File: src/rtl/spike_input_arbiter_if.sv
// Spike-source and controller-side handshake bundle for spike_input_arbiter.
// The master modport is the arbiter; slave is the sources/controller side.
interface spike_input_arbiter_if #(
    parameter int NUM_SRC = 4,
    parameter int IW      = 14
);
    logic [NUM_SRC-1:0]    src_req;
    logic [NUM_SRC*IW-1:0] src_index;
    logic [NUM_SRC-1:0]    src_grant;
    logic                  input_occurred;
    logic [IW-1:0]         input_index;
    logic                  input_ack;

    modport master (
        input  src_req,
        input  src_index,
        input  input_ack,
        output src_grant,
        output input_occurred,
        output input_index
    );

    modport slave (
        output src_req,
        output src_index,
        output input_ack,
        input  src_grant,
        input  input_occurred,
        input  input_index
    );
endinterface

File: src/rtl/spike_input_arbiter.sv
// Round-robin arbiter funnelling NUM_SRC spike sources into one FIFO feeding network_controller.
// Optional stall counter output enabled by defining SPIKE_ARB_STALL_CNT_EN.
module spike_input_arbiter #(
    parameter int NUM_SRC    = 4,
    parameter int SR_DEPTH   = 16384,
    parameter int FIFO_DEPTH = 8
) (
    input  logic                          clk,
    input  logic                          reset,
    spike_input_arbiter_if.master         bus,
    output logic [$clog2(FIFO_DEPTH):0]   fifo_count
`ifdef SPIKE_ARB_STALL_CNT_EN
    ,
    output logic [15:0]                   stall_cycles
`endif
);
    localparam int IW = $clog2(SR_DEPTH);
    localparam int PW = $clog2(FIFO_DEPTH);
    localparam int CW = PW + 1;
    localparam int RW = (NUM_SRC > 1) ? $clog2(NUM_SRC) : 1;
    localparam logic [CW-1:0] FULL_COUNT = CW'(FIFO_DEPTH);

    logic [IW-1:0]      mem [FIFO_DEPTH];
    logic [PW-1:0]      wr_ptr_reg;
    logic [PW-1:0]      rd_ptr_reg;
    logic [CW-1:0]      count_reg;
    logic [CW-1:0]      count_next;
    logic [NUM_SRC-1:0] grant_reg;
    logic [NUM_SRC-1:0] grant_next;
    logic [RW-1:0]      rr_ptr_reg;
    logic [RW-1:0]      rr_ptr_next;

    logic [IW-1:0]      src_idx [NUM_SRC];
    logic [NUM_SRC-1:0] req_masked;
    logic               win_found;
    logic [RW-1:0]      win_idx;
    logic               fifo_full;
    logic               fifo_empty;
    logic               push;
    logic               pop;

    // A source whose grant is showing this cycle is not yet allowed to win again.
    for (genvar gi = 0; gi < NUM_SRC; gi++) begin : g_src
        assign src_idx[gi]    = bus.src_index[gi*IW +: IW];
        assign req_masked[gi] = bus.src_req[gi] & ~grant_reg[gi];
    end

    assign fifo_full  = (count_reg == FULL_COUNT);
    assign fifo_empty = (count_reg == '0);

    // Search starts at rr_ptr and wraps; first requester in that order wins.
    always_comb begin
        win_found = 1'b0;
        win_idx   = '0;
        for (int i = 0; i < NUM_SRC; i++) begin
            for (int k = 0; k < NUM_SRC; k++) begin
                if (!win_found && req_masked[k] &&
                    ((int'(rr_ptr_reg) + i) % NUM_SRC == k)) begin
                    win_found = 1'b1;
                    win_idx   = RW'(k);
                end
            end
        end
    end

    // Eligibility uses the pre-pop count, so a full FIFO never pushes even on an ack edge.
    always_comb begin
        push        = win_found && !fifo_full;
        pop         = bus.input_ack && !fifo_empty;
        grant_next  = '0;
        rr_ptr_next = rr_ptr_reg;
        if (push) begin
            grant_next = NUM_SRC'(1) << win_idx;
            if (int'(win_idx) == NUM_SRC - 1) begin
                rr_ptr_next = '0;
            end else begin
                rr_ptr_next = win_idx + RW'(1);
            end
        end
        count_next = count_reg + CW'(push) - CW'(pop);
    end

    always_ff @(posedge clk) begin
        if (push) begin
            mem[wr_ptr_reg] <= src_idx[win_idx];
        end
    end

    always_ff @(posedge clk or posedge reset) begin
        if (reset) begin
            wr_ptr_reg <= '0;
            rd_ptr_reg <= '0;
            count_reg  <= '0;
            grant_reg  <= '0;
            rr_ptr_reg <= '0;
        end else begin
            if (push) begin
                wr_ptr_reg <= wr_ptr_reg + PW'(1);
            end
            if (pop) begin
                rd_ptr_reg <= rd_ptr_reg + PW'(1);
            end
            count_reg  <= count_next;
            grant_reg  <= grant_next;
            rr_ptr_reg <= rr_ptr_next;
        end
    end

`ifdef SPIKE_ARB_STALL_CNT_EN
    logic [15:0] stall_reg;

    always_ff @(posedge clk or posedge reset) begin
        if (reset) begin
            stall_reg <= '0;
        end else if ((|bus.src_req) && fifo_full && (stall_reg != 16'hFFFF)) begin
            stall_reg <= stall_reg + 16'd1;
        end
    end

    assign stall_cycles = stall_reg;
`endif

    // Head is forced to zero while empty so stale array contents never leak after reset.
    assign bus.src_grant      = grant_reg;
    assign bus.input_occurred = !fifo_empty;
    assign bus.input_index    = fifo_empty ? '0 : mem[rd_ptr_reg];
    assign fifo_count         = count_reg;
endmodule

File: src/flat_wrapper.sv
// flat-port wrapper written by rule: the top's interface ports become plain ports
module spike_input_arbiter_flat 
#(
    parameter int NUM_SRC    = 4,
    parameter int SR_DEPTH   = 16384,
    parameter int FIFO_DEPTH = 8
)
  (clk, reset, fifo_count, bus_src_req, bus_src_index, bus_input_ack, bus_src_grant, bus_input_occurred, bus_input_index);
  spike_input_arbiter_if #(.NUM_SRC(NUM_SRC)) bus_i ();
  input  logic clk;
  input  logic reset;
  output logic [$clog2(FIFO_DEPTH):0] fifo_count;
  input wire logic [$bits(bus_i.src_req)-1:0] bus_src_req;
  input wire logic [$bits(bus_i.src_index)-1:0] bus_src_index;
  input wire logic [$bits(bus_i.input_ack)-1:0] bus_input_ack;
  output wire logic [$bits(bus_i.src_grant)-1:0] bus_src_grant;
  output wire logic [$bits(bus_i.input_occurred)-1:0] bus_input_occurred;
  output wire logic [$bits(bus_i.input_index)-1:0] bus_input_index;
  assign bus_i.src_req = bus_src_req;
  assign bus_i.src_index = bus_src_index;
  assign bus_i.input_ack = bus_input_ack;
  assign bus_src_grant = bus_i.src_grant;
  assign bus_input_occurred = bus_i.input_occurred;
  assign bus_input_index = bus_i.input_index;
  spike_input_arbiter #(.NUM_SRC(NUM_SRC), .SR_DEPTH(SR_DEPTH), .FIFO_DEPTH(FIFO_DEPTH)) u_core (.clk(clk), .reset(reset), .bus(bus_i), .fifo_count(fifo_count));
endmodule
File: config.mk
export PLATFORM = sky130hd
export DESIGN_NAME = spike_input_arbiter_flat
export DESIGN_NICKNAME = d
export VERILOG_FILES = /design/src/rtl/spike_input_arbiter_if.sv /design/src/rtl/spike_input_arbiter.sv /design/src/flat_wrapper.sv
export SDC_FILE = /design/constraint.sdc
export NUM_CORES = 1
export LEC_CHECK = 0
export CORE_MARGIN = 2
export CORE_UTILIZATION = 25
export CTS_CLUSTER_DIAMETER = 200
export DETAILED_ROUTE_END_ITERATION = 12
export PLACE_DENSITY_LB_ADDON = 0.12
export SLEW_MARGIN = 15
export SYNTH_ARGS = -nofsm -noshare
export SYNTH_HDL_FRONTEND = slang
export SYNTH_SLANG_ARGS = --single-unit
export TNS_END_PERCENT = 30
File: constraint.sdc
create_clock -name clk -period 7 [get_ports clk]
set_input_delay 1.4 -clock clk [delete_from_list [all_inputs] [get_ports clk]]
set_output_delay 1.4 -clock clk [all_outputs]
set_load 0.01 [all_outputs]
======== Yosys cells after proc, flatten, opt, wreduce, memory -nomap -nowiden ========
Memories as Yosys holds them, arrays and structs flattened.
Cells that the tools add are included.
word-level totals
  register bits ........................... 16
  RAM bits ................................ 112
  memories ................................ 1
memory list
  name        depth  width  read ports  clocked after Yosys merged registers in  write ports  line                       text
  u_core.mem  8      14     1           0                                        1            spike_input_arbiter.sv:23  logic [IW-1:0] mem [FIFO_DEPTH];
operators by class
  add/subtract/negate cells ............... 8
  order comparisons ....................... 1
  equality and inequality tests ........... 14
  shift operators ......................... 1
  muxes and demuxes ....................... 39
  bitwise gates (word level) .............. 12
  reduce and logical (&&, ||, !) cells .... 58
operators by type and width
  kind                                                                count
  32-bit logical NOT                                                  4
  14-bit two-way mux                                                  3
  1-bit logical AND                                                   33
  2-bit two-way mux                                                   15
  14-bit binary-select mux with 2-bit select                          1
  1-bit two-way mux                                                   19
  3-bit == test (second input constant)                               6
  1-bit logical NOT                                                   17
  3-bit by 2-bit == test with 1-bit output (second input constant)    3
  3-bit by 1-bit adder with 3-bit output (second input constant)      2
  2-bit OR reduction                                                  3
  2-bit by 1-bit adder with 2-bit output (second input constant)      2
  2-bit adder (second input constant)                                 2
  4-bit by 1-bit adder with 4-bit output                              1
  1-bit bitwise AND                                                   4
  2-bit by 1-bit == test with 1-bit output (second input constant)    2
  2-bit == test (second input constant)                               2
  4-bit == test (second input constant)                               1
  4-bit logical NOT                                                   1
  4-bit two-way mux                                                   1
  1-bit NOT                                                           4
  1-bit by 2-bit << shifter with 4-bit output (first input constant)  1
  4-bit by 1-bit subtractor with 4-bit output                         1
  1-bit bitwise AND (first input constant)                            3
  other kinds (2)                                                     2

======== Longest topological paths before layout ========
  depth in word-level cells ............... 68
  depth in mapped cells ................... 13
  depth with buffers taken out ............ 12

======== Worst setup path after synthesis ========
No wires, ideal clock.
  path type ............................... in2reg
  start ................................... input port bus_src_req[3]
  end ..................................... memory u_core.mem[4][0] (enable)
  setup time .............................. 0.403 ns
  data arrival time ....................... 3.052 ns
  required time ........................... 6.597 ns
  slack ................................... 3.545 ns
  stages .................................. 6
  path through ............................ nand2b_1 nand2_1 o2bb2a_1 buf_2 nand2_1 nor3_1
between the ends
  cells in the longest elaborated chain, start to end .. 55
RTL lines
  element                                      line                       text
  start: declaration                           flat_wrapper.sv:13         input wire logic [$bits(bus_i.src_req)-1:0] bus_src_req;
  1-bit bitwise AND (*)                        spike_input_arbiter.sv:45  assign req_masked[gi] = bus.src_req[gi] & ~grant_reg[gi];
  1-bit logical AND (2 in a row)               spike_input_arbiter.sv:57  if (!win_found && req_masked[k] &&
  1-bit two-way mux                            spike_input_arbiter.sv:57
  1-bit logical NOT                            spike_input_arbiter.sv:57
  1-bit logical AND (2 in a row)               spike_input_arbiter.sv:57
  1-bit two-way mux                            spike_input_arbiter.sv:57
  1-bit logical NOT                            spike_input_arbiter.sv:57
  1-bit logical AND (2 in a row)               spike_input_arbiter.sv:57
  [... 36 more ...]                            --
  1-bit two-way mux                            spike_input_arbiter.sv:57
  1-bit logical NOT                            spike_input_arbiter.sv:57
  1-bit logical AND (2 in a row)               spike_input_arbiter.sv:57
  1-bit two-way mux (*)                        spike_input_arbiter.sv:57
  1-bit logical AND (*)                        spike_input_arbiter.sv:68  push = win_found && !fifo_full;
  net u_core.push                              spike_input_arbiter.sv:39  logic push;
  1-bit two-way mux (*)                        spike_input_arbiter.sv:84  if (push) begin
  1-bit two-way mux (not written as such) (*)  spike_input_arbiter.sv:85  mem[wr_ptr_reg] <= src_idx[win_idx];
  end: declaration                             spike_input_arbiter.sv:23
Mark *: on every way through the listed nets, which the timed path passes. The rest lies on a longest branch.

======== Worst setup path in the final report ========
  start ................................... register u_core.rd_ptr_reg[0]
  end ..................................... output port bus_input_index[4]
between the ends
  cells in the longest elaborated chain, start to end .. 2
RTL lines
  element                   line                        text
  start: declaration        spike_input_arbiter.sv:25   logic [PW-1:0] rd_ptr_reg;
  start signal: assignment  spike_input_arbiter.sv:101  rd_ptr_reg <= rd_ptr_reg + PW'(1);
  memory read 8 x 14 bit    --
  14-bit two-way mux        spike_input_arbiter.sv:126  assign bus.input_index = fifo_empty ? '0 : mem[rd_ptr_reg];
  end: declaration          flat_wrapper.sv:18          output wire logic [$bits(bus_i.input_index)-1:0] bus_input_index;
Every way passes these cells.

==> summary.txt <==
Cells and area
  – Commonest non-fill, non-tap cells in the layout: 112 x sky130_fd_sc_hd__edfxtp_1, 85 x sky130_fd_sc_hd__clkdlybuf4s50_1, 48 x sky130_fd_sc_hd__nand2_1, 28 x sky130_fd_sc_hd__mux4_2, 17 x sky130_fd_sc_hd__clkbuf_16
  – Fraction of layout cells with a size suffix above 1: between 10% and 20%
  – Antenna Cells: 0
  – Commonest non-fill, non-tap cell in the layout: sky130_fd_sc_hd__edfxtp_1
  – Core occupancy in the finished layout: 33.94%
  – Biggest register: u_core.mem
  – Area of all placed cells without fillers: 7431 um2
  – Final net count: around 520
  – Sequential cell area: about 3800 um2
  – Flip-flop count of the largest register, all copies and words added: 112
  – Synth-to-Final Area Change: 32.63%
  – Fillcell total: between 2000 and 2500
  – Area of combinational cells with multiple inputs: around 1700 um2

Pwr
  – Comb power frac: about two fifths
  – Lkg Pwr: about 0.0026 uW
  – Pwr Density: between 500 and 600 nW/um2
  – Clock group share of total power: about a quarter
  – Net Sw Power: approximately 1300 uW
  – Switch share: 33.21%
  – Reg power frac: between 30% and 40%
  – Cell internal power dissipation: roughly 2600 uW
  – Max IR drop VDD: between 0.15 and 0.2 mV

Hold path
  – Worst Min Path Start: u_core.rd_ptr_reg[2]$_DFFE_PP0P_
  – Path class of the lowest-slack min-delay path: flip-flop to flip-flop
  – Worst hold endpoint: u_core.rd_ptr_reg[2]$_DFFE_PP0P_
  – Hold path cells: 1

Clock tree
  – Clock Sinks: around 130
  – Quantity of gates resized following cts: 0
  – Clock tree from TritonCTS: done
  – Number of H-tree levels: 4
  – Post-CTS Hold Buffers: 0
  – Number of post-CTS setup repair buffers: 0
  – Clock slew at reported path FFs: approximately 0.060 ns
  – Clock tree root driver cell: sky130_fd_sc_hd__clkbuf_16
  – Insertion delay of the later-clocked pin in the worst-skew pair: around 0.42 ns
  – Buffers from clock root to sink, at most: 2
  – Clock buffer count from CTS: 17

Floorplanning
  – Top-level I/O count: 86
  – Die width: 153.7 um
  – Vertical die dimension: around 150 um
  – Starting density of the core: 25.59%
  – Core area: about 22000 um2
  – Rows: 54
  – Die ar.: 23630 um2

Critical path
  – Critical register-to-register path startpoint: u_core.fifo_count[2]$_DFF_PP0_
  – Peak fanout along the critical path: 27
  – Data required time at the worst endpoint: about 5.6 ns
  – CP endpoint kind: output port
  – Setup slack of the worst register-to-register path: between 4 and 5 ns
  – Reg2reg path depth: 11
  – Startpoint kind of the worst setup timing path: flip-flop
  – Type of the setup path with the least slack: flip-flop to output port
  – Worst R2R End: u_core.fifo_count[2]$_DFF_PP0_
  – Data arrival time of the critical path: roughly 2.7 ns

Detailed routing
  – Via count normalized by instance count: between 4 and 5
  – Routed WL: approximately 14000 um
  – Initial drt markers: approximately 200
  – Drt wl/cell: 19.24 um
  – Detailed Routing Iterations Pass 1: 5
  – Via count: 3264
  – Drc violations: 0
  – Number of nets with antenna violations after detailed routing: 0

STA
  – Worst-case clock skew: ~0.01 ns
  – Period minus WS final: ~4.1 ns
  – Fin crit share: roughly 59%
  – Max-slew violation count: 0
  – Final sum of negative setup slack: 0 ns
  – Setup repair after global routing missed its margin: false
  – Fmax: 241.5 MHz
  – Remaining max-slew budget at the tightest pin: between 30% and 40%
  – Worst Tran Pin Value: 1.012 ns
  – Endpoints failing setup: 0
  – Final Hold Fails: 0

Synthesis
  – Post-Synth XOR/XNOR Area: less than 1%
  – Synth Area in Adders: 3.037%
  – Number of standard cells after synthesis: between 300 and 400
  – Syn avg cell area: between 15 and 20 um2
  – Synth cell types: 34
  – Synthesis Warnings: 0
  – Mux cell area share after synthesis: ~14%
  – Share of the yosys chip area belonging to registers: approximately 67%
  – Post-synthesis instance area: around 5600 um2
  – Post-synthesis sequential element count: about 130
  – Compound-cell area share of the yosys netlist: under 10%
  – Post-Synth Simple-Gate Area: approximately 6.9%
  – Syn Nets: roughly 430
  – Dominant combinational cell family by area after synthesis: multiplexers

GRT
  – Via count of the first global-routing pass: 3572
  – Maximum number of pins on one net before global-route repair: 32
  – Gr usage total: around 12%
  – Global-route wire length before repair: about 22000 um
  – Overall overflow remaining after global route: 0
  – Initial antenna violation count: 0

Run status
  – Outcome: finished clean

Run
  – Maximum capacitance violations: 0

Placed design
  – Dpl hpwl: 8787 um
  – Buffers on Ports: 85
  – Standard cell area after detailed placement: approximately 6800 um2
  – GP Congestion: roughly 0.71
-- cell families after synthesis --
group                      after synthesis
adders and majority gates               13
and+or+nand+nor                         89
buffers and inverters                   31
muxes                                   45
AOI/OAI and AO/OA                       38
DFF                                    128
xor gates and xnor gates                 6
-- critical path, cell delays in order (launching register included) --
cell and delay [ns]:
sky130_fd_sc_hd__dfrtp_2 0.41, sky130_fd_sc_hd__buf_4 0.51, sky130_fd_sc_hd__mux4_2 0.59, sky130_fd_sc_hd__mux2i_1 0.22, sky130_fd_sc_hd__nor2_1 0.06, sky130_fd_sc_hd__clkdlybuf4s50_1 0.52
-- synthesized netlist by cell type --
master | number | area, um2
sky130_fd_sc_hd__buf_6 | 3 | 33.78
sky130_fd_sc_hd__o21a_2 | 1 | 8.760
sky130_fd_sc_hd__o21ai_1 | 1 | 5.000
sky130_fd_sc_hd__nor2_1 | 22 | 82.58
sky130_fd_sc_hd__o2bb2a_1 | 1 | 10.01
sky130_fd_sc_hd__and3b_1 | 1 | 8.760
sky130_fd_sc_hd__a21oi_1 | 16 | 80.08
sky130_fd_sc_hd__nor3_1 | 2 | 10.01
sky130_fd_sc_hd__nand2b_1 | 7 | 43.79
sky130_fd_sc_hd__a21boi_1 | 1 | 7.510
sky130_fd_sc_hd__mux2_2 | 3 | 33.78
sky130_fd_sc_hd__o21a_1 | 1 | 7.510
sky130_fd_sc_hd__mux4_2 | 28 | 630.6
sky130_fd_sc_hd__dfrtp_1 | 16 | 400.4
sky130_fd_sc_hd__o311ai_1 | 1 | 8.760
sky130_fd_sc_hd__buf_2 | 8 | 40.04
sky130_fd_sc_hd__xnor2_1 | 3 | 26.28
sky130_fd_sc_hd__ha_1 | 12 | 150.1
sky130_fd_sc_hd__a21o_1 | 1 | 7.510
sky130_fd_sc_hd__mux2i_1 | 14 | 140.1
sky130_fd_sc_hd__nand2_1 | 48 | 180.2
sky130_fd_sc_hd__a32oi_1 | 14 | 122.6
sky130_fd_sc_hd__and2_1 | 5 | 31.28
sky130_fd_sc_hd__nand3_1 | 1 | 5.000
sky130_fd_sc_hd__o31a_1 | 1 | 8.760
sky130_fd_sc_hd__xor2_1 | 3 | 26.28
sky130_fd_sc_hd__inv_1 | 9 | 33.78
sky130_fd_sc_hd__nand4bb_1 | 1 | 11.26
sky130_fd_sc_hd__clkbuf_1 | 6 | 22.52
sky130_fd_sc_hd__buf_4 | 3 | 22.52
sky130_fd_sc_hd__fa_1 | 1 | 20.02
sky130_fd_sc_hd__inv_2 | 2 | 7.510
sky130_fd_sc_hd__edfxtp_1 | 112 | 3363
sky130_fd_sc_hd__nor2b_1 | 2 | 12.51
-- layer usage --
| layer | vias up | share of wire [%] | routed length (um) | track usage, % |
|---|---|---|---|---|
| met4 | 0 | 1.3 | 180 | 4.194 |
| met3 | 14 | 3.6 | 508 | 3.129 |
| met2 | 74 | 49 | 6953 | 20.78 |
| met5 | - | 0 | 0 | 0 |
| met1 | 1655 | 46 | 6459 | 15.83 |
| li1 | 1521 | - | - | - |
-- power by group through the flow --
stage	Sequential (uW)	Clock, uW	Combinational [uW]
floorplan	1370	0	969
global placement	1440	0	1520
detailed placement	1450	0	1540
CTS	1440	973	1540
global route	1460	1010	1670
finish	1430	954	1490
-- worst max-delay path by stage --
stage                                          start  depth (start not counted)                          to  slack [ns]
detailed placement                    bus_src_req[0]                          7  u_core.mem[1][6]$_DFFE_PP_        2.62
CTS                 u_core.rd_ptr_reg[0]$_DFFE_PP0P_                          5          bus_input_index[4]        2.73
global route        u_core.rd_ptr_reg[0]$_DFFE_PP0P_                          5         bus_input_index[13]        2.67
finish              u_core.rd_ptr_reg[0]$_DFFE_PP0P_                          5          bus_input_index[4]        2.86
global placement                      bus_src_req[0]                          7  u_core.mem[5][6]$_DFFE_PP_        2.71
floorplan                             bus_src_req[3]                          6  u_core.mem[4][0]$_DFFE_PP_        3.54
-- final cells by class --
cell class / instances / share of cell area [%]
tap: 280 / 4.715
clock buffer: 17 / 5.725
multi-input combinational: 191 / 23.34
timing repair buffer: 91 / 12.06
inverter: 11 / 0.5556
clock inverter: 15 / 2.930
sequential: 128 / 50.68
-- through the flow --
step / setup slack [ns] / total power (uW) / hold WS, ns / cells
2_1_floorplan: 3.545 / 2341 / 0.4574 / 350
3_3_place_gp: 2.714 / 2963 / 0.4712 / 701
3_5_place_dp: 2.620 / 2988 / 0.4877 / 701
4_1_cts: 2.734 / 3954 / 0.4953 / 733
5_1_grt: 2.671 / 4138 / 0.5093 / 733
6_report: 2.860 / 3872 / 0.4833 / 733
Note: power is estimated with default switching activity, not from simulation.
